## src/rtl/seg8_scan_ctrl.sv

```systemverilog
// 8-digit multiplexed 7-segment scan controller with brightness PWM,
// anti-ghost gaps and frame-synchronous double-buffered updates.
//
// Ports:
//   clk, rst_n       : clock, async active-low reset
//   en               : scan enable (low -> idle, blank)
//   seg_in[63:0]     : active-low segment codes, byte i -> digit i
//   digit_en[7:0]    : per-digit enable mask
//   bright[2:0]      : on-time (bright+1)/8 of each digit slot
//   load             : capture seg_in/digit_en/bright into pending set
//   seg[7:0]         : active-low segment drive (registered)
//   an[7:0]          : active-low digit select (registered)
//   frame_done       : one-cycle pulse at each frame wrap
//   pending          : captured load not yet shown
module seg8_scan_ctrl #(
  parameter int DIV_CYC = 50000,
  parameter int GAP_CYC = 16
) (
  input  logic        clk,
  input  logic        rst_n,
  input  logic        en,
  input  logic [63:0] seg_in,
  input  logic [7:0]  digit_en,
  input  logic [2:0]  bright,
  input  logic        load,
  output logic [7:0]  seg,
  output logic [7:0]  an,
  output logic        frame_done,
  output logic        pending
);

  localparam int MAXC = (DIV_CYC > GAP_CYC) ? DIV_CYC : GAP_CYC;
  localparam int CW   = (MAXC > 2) ? $clog2(MAXC) : 1;

  localparam logic [CW-1:0] DIV_LAST = CW'(DIV_CYC - 1);
  localparam logic [CW-1:0] GAP_LAST = CW'(GAP_CYC - 1);
  // one eighth of a slot; a constant shift, no divider
  localparam logic [CW:0]   SLICE    = (CW+1)'(DIV_CYC >> 3);

  typedef enum logic [1:0] {
    S_IDLE,
    S_SHOW,
    S_GAP
  } state_t;

  state_t      state_q, state_d;
  logic [2:0]  idx_q, idx_d;
  logic [CW-1:0] cnt_q, cnt_d;

  logic [63:0] pseg_q, pseg_d;
  logic [7:0]  pmask_q, pmask_d;
  logic [2:0]  plvl_q, plvl_d;
  logic        pend_q, pend_d;

  logic [63:0] disp_q, disp_d;
  logic [7:0]  mask_q, mask_d;
  logic [2:0]  lvl_q, lvl_d;

  logic [7:0]  an_q, an_d;
  logic [7:0]  seg_q, seg_d;
  logic        fd_q, fd_d;

  logic        bnd;
  logic        wrap;
  logic        lit;
  logic [CW:0] on_cyc;

  // scan FSM
  always_comb begin
    state_d = state_q;
    idx_d   = idx_q;
    cnt_d   = cnt_q;
    bnd     = 1'b0;
    wrap    = 1'b0;
    if (!en) begin
      state_d = S_IDLE;
      idx_d   = 3'd0;
      cnt_d   = '0;
    end else begin
      case (state_q)
        S_IDLE: begin
          state_d = S_SHOW;
          idx_d   = 3'd0;
          cnt_d   = '0;
          bnd     = 1'b1;
        end
        S_SHOW: begin
          if (cnt_q == DIV_LAST) begin
            state_d = S_GAP;
            cnt_d   = '0;
          end else begin
            cnt_d = cnt_q + 1'b1;
          end
        end
        S_GAP: begin
          if (cnt_q == GAP_LAST) begin
            state_d = S_SHOW;
            idx_d   = idx_q + 3'd1;
            cnt_d   = '0;
            wrap    = (idx_q == 3'd7);
            bnd     = wrap;
          end else begin
            cnt_d = cnt_q + 1'b1;
          end
        end
        default: begin
          state_d = S_IDLE;
          idx_d   = 3'd0;
          cnt_d   = '0;
        end
      endcase
    end
  end

  // double buffer: a load in a boundary cycle bypasses pending
  always_comb begin
    pseg_d  = pseg_q;
    pmask_d = pmask_q;
    plvl_d  = plvl_q;
    pend_d  = pend_q;
    disp_d  = disp_q;
    mask_d  = mask_q;
    lvl_d   = lvl_q;
    if (load) begin
      pseg_d  = seg_in;
      pmask_d = digit_en;
      plvl_d  = bright;
      pend_d  = 1'b1;
    end
    if (bnd) begin
      if (load) begin
        disp_d = seg_in;
        mask_d = digit_en;
        lvl_d  = bright;
        pend_d = 1'b0;
      end else if (pend_q) begin
        disp_d = pseg_q;
        mask_d = pmask_q;
        lvl_d  = plvl_q;
        pend_d = 1'b0;
      end
    end
  end

  // outputs from registers only, one cycle behind state/cnt
  always_comb begin
    on_cyc = (CW+1)'({1'b0, lvl_q} + 4'd1) * SLICE;
    lit    = (state_q == S_SHOW) &&
             ({1'b0, cnt_q} < on_cyc) &&
             mask_q[idx_q];
    an_d   = 8'hFF;
    seg_d  = 8'hFF;
    if (lit) begin
      an_d  = ~(8'h01 << idx_q);
      seg_d = disp_q[8*idx_q +: 8];
    end
    fd_d = wrap;
  end

  always_ff @(posedge clk or negedge rst_n) begin
    if (!rst_n) begin
      state_q <= S_IDLE;
      idx_q   <= 3'd0;
      cnt_q   <= '0;
      pseg_q  <= '1;
      pmask_q <= 8'h00;
      plvl_q  <= 3'd7;
      pend_q  <= 1'b0;
      disp_q  <= '1;
      mask_q  <= 8'h00;
      lvl_q   <= 3'd7;
      an_q    <= 8'hFF;
      seg_q   <= 8'hFF;
      fd_q    <= 1'b0;
    end else begin
      state_q <= state_d;
      idx_q   <= idx_d;
      cnt_q   <= cnt_d;
      pseg_q  <= pseg_d;
      pmask_q <= pmask_d;
      plvl_q  <= plvl_d;
      pend_q  <= pend_d;
      disp_q  <= disp_d;
      mask_q  <= mask_d;
      lvl_q   <= lvl_d;
      an_q    <= an_d;
      seg_q   <= seg_d;
      fd_q    <= fd_d;
    end
  end

  assign an         = an_q;
  assign seg        = seg_q;
  assign frame_done = fd_q;
  assign pending    = pend_q;

endmodule
```

## config.mk

```make
export PLATFORM = sky130hd
export DESIGN_NAME = seg8_scan_ctrl
export DESIGN_NICKNAME = d
export VERILOG_FILES = /design/src/rtl/seg8_scan_ctrl.sv
export SDC_FILE = /design/constraint.sdc
export NUM_CORES = 1
export LEC_CHECK = 0
export ABC_CLOCK_PERIOD_IN_PS = 6000
export CELL_PAD_IN_SITES_DETAIL_PLACEMENT = 0
export CELL_PAD_IN_SITES_GLOBAL_PLACEMENT = 1
export CORE_MARGIN = 2
export CORE_UTILIZATION = 49
export CTS_BUF_LIST = sky130_fd_sc_hd__clkbuf_4 sky130_fd_sc_hd__clkbuf_8
export CTS_CLUSTER_SIZE = 40
export DETAILED_ROUTE_END_ITERATION = 6
export PLACE_DENSITY_LB_ADDON = 0.1
export RECOVER_POWER = 25
export SLEW_MARGIN = 10
export SYNTH_ARGS = -nofsm -noshare
export SYNTH_HDL_FRONTEND = slang
export SYNTH_SLANG_ARGS = --single-unit
```

## constraint.sdc

```tcl
create_clock -name clk -period 6 [get_ports clk]
set_input_delay 0.9 -clock clk [delete_from_list [all_inputs] [get_ports clk]]
set_output_delay 0.9 -clock clk [all_outputs]
set_load 0.02 [all_outputs]
```

==> results.md <==
- Leakage: 4.24 nW
- TNS Setup: 0 ps
- Clk_skew: 17.0 ps
- GRT Util Overall: 19.0%
- DRT Pass-1 Iters: 4
- Worst-path fanout max: 16
- Total gr overflow: 0
- Final setup vio count: 0
- Worst Path Arrival: 5360 ps
- Slew at the pin with the worst max-slew slack: 2230 ps
- Vias: 5,286
- Min cycle time layout: 5020 ps
- Hold_ws: 473 ps
- PD cells: 440 nW/um^2
- CTS Buf Count: 17
- DRC viols: 0
- Root Driver: clkbuf_8
- Area growth syn-to-layout: 17.4%
- Syn Nets: 758
- Largest net degree at the start of global routing: 84
- Failing checks: capacitance limit, slew limit
- Post-cts gate resize count: 0
- Sequential area share after synthesis: 55.3%
- HPWL after detailed placement: 12,100 um
- Nets: 850
- CP Launch Type: register
- Yosys warns: 0
- Max Slew Vio Count: 110
- Status: finished, violations left
- Fraction of layout cells with a size suffix above 1: 41.2%
- Post-synth EDFFs: 0
- Hold Vio Cnt, Final: 0
- Fmax: 0.199 GHz
- Fillcell total: 1,439
- WHS Endpoint: cnt_q[0]
- Latest clock arrival within the worst-skew pair: 460 ps
- CTS Hold Bufs: 0
- Worst EP required: 6340 ps
- Synthesized cell area: 8890 um^2
- Initial antenna violation count: 0
- First-pass GRT wire length: 28,900 um
- Fin util: 58.3%
- Number of global-route vias before repair: 5,687
- Setup bufs post-CTS: 0
- I/O Buffers: 96
- Die W: 139 um
- Final antenna-violating net count: 0
- Ant. Diodes: 0
- Total Routed Length: 17,500 um
- # clock sinks: 189
- Flops & latches, synth: 189
- H-Tree Level Count: 4
- Count of different cell masters after synthesis: 46
- Cell count after synthesis: 635
- Final worst-path cycle share: 83.7%
- Tot Pwr: 4.59 mW
- Reg2reg path depth: 17
- RSZ-0062 raised after global routing: false
- CTS tree: yes
- Hold Path Depth: 1
- DR vias/cell: 5.46
- DR WL/cell: 18.0 um
- Max_slew headroom: -48.4%
- FF-to-FF End: seg[4]
- # IOs: 97
- Clock tree buffer depth: 2
- Std cell rows: 49
- Worst IR drop on VDD: 0.257 mV
- Clock Pin Slew Worst Setup and Hold Paths: 100 ps
- Die footprint: 19,200 um^2
- Crit Path Category: reg -> reg
- Worst Setup End Kind: register
- Worst setup margin: 980 ps
- Maximum capacitance violations: 2
- Initial Util: 49.7%
- Die Y: 139 um
- Core area: 17,900 um^2
- Reg2Reg Setup Slack: 980 ps
- Post-Place Setup Slack: 1060 ps
- GP Congestion: 0.855
- Critical hold path startpoint: cnt_q[0]
- Tightest Hold Check Type: reg -> reg
- FF-to-FF Start: lvl_q[0]
- Async SR Flop Fraction: 100%
- Ys flop type: dfstp_2
- Synth Area per Inst: 14.0 um^2
- Initial DRC count: 277
## worst max-delay path, stage by stage, from the launching register on
cell and delay [ps]:
dfstp_2 640, inv_1 140, ha_1 420, ha_1 230
inv_1 70, fa_1 510, inv_1 60, ha_1 240
a211oi_1 250, o21bai_1 140, a21o_1 230, a31oi_1 200
xor2_1 180, ha_1 270, a21o_1 190, a221oi_1 310
a311o_1 630, nand4_1 190
## layout make-up
class	instances	area [um^2]	area share, %
Inverter	17	63.8	0.611
Timing Repair Buffer	101	987	9.46
Clock buffer	18	248	2.37
Tap cell	229	287	2.75
Sequential cell	189	4920	47.1
Clock inverter	14	166	1.59
Multi-Input combinational cell	401	3770	36.1
## stage by stage
| step | area, um^2 | std cells |
|---|---|---|
| floorplan | 8890 | 635 |
| global placement | 10000 | 937 |
| detailed placement | 10000 | 937 |
| CTS | 10400 | 969 |
| global route | 10400 | 969 |
| finish | 10400 | 969 |
## synth_stat cells (all sizes together), types with 2 or more instances
master    n  area [um^2]
and2      5         31.3
ha       43          538
nor2     31          116
xnor2     8         70.1
o22ai     2         12.5
buf      15          100
nand2    41          154
nand4    13         81.3
o21a      2         15.0
mux4     18          405
a31oi     4         25.0
mux2i     4         40.0
nand3    12         60.1
xor2     16          140
clkbuf   13         48.8
a41oi     2         17.5
dfstp   150         3940
or4       2         18.8
dfrtp    39          976
and3      7         43.8
inv      17         63.8
nor3      2         21.3
a21o      9         67.6
o21ai     4         20.0
mux2    150         1690
a21oi    11         55.1
and4      3         26.3
## per-layer routing
metal  vias to the layer above  part of all wire [%]  global-route usage [%]  wire, um
met2                        89                    49                    31.6      8610
met5                         -                     0                       0         0
met4                         0                   1.1                    5.37       200
met3                        15                   4.5                    5.28       784
li1                       2450                     -                       -         -
met1                      2732                    45                    24.6      7890
## registers in the layout (all words and copies together), names as in the netlist, 3 cells and up
register / flops
cnt_q: 16
an: 8
lvl_q: 3
seg: 8
mask_q: 8
pmask_q: 8
plvl_q: 3
disp_q: 64
idx_q: 3
pseg_q: 64
## how the worst max path moves through the flow
stage	startpoint	end
2_1_floorplan	lvl_q[0]	seg[3]
3_3_place_gp	lvl_q[0]	seg[1]
3_5_place_dp	lvl_q[0]	seg[5]
4_1_cts	lvl_q[0]	seg[5]
5_1_grt	lvl_q[0]	seg[1]
6_report	lvl_q[0]	seg[4]
## kinds of logic after synthesis
kind of cell               Yosys count  share of synthesized area (%)
xor gates and xnor gates            24                           2.36
adders and majority gates           44                           6.28
DFF                                189                           55.3
AOI/OAI and AO/OA                   41                           3.04
and+or+nand+nor                    120                           6.60
muxes                              172                           24.0
buffers and inverters               45                           2.39
## layout by cell type, fill, tap and decap left out, types with 8 or more instances in the layout
cell type,n
dfstp_2,150
mux2_2,94
clkdlybuf4s50_1,93
mux2_1,56
ha_1,43
nand2_1,41
dfrtp_1,38
nor2_1,31
mux4_2,18
clkbuf_8,18
inv_1,17
xor2_1,16
nand4_1,13
nand3_1,12
a21oi_1,11
a21o_1,9
xnor2_1,8
## power breakdown
group          switching [mW]  total [mW]  internal, mW
clock                   0.502       0.865         0.364
combinational           0.916        1.76         0.841
sequential              0.157        1.97          1.81
Note: power is estimated with default switching activity, not from simulation.
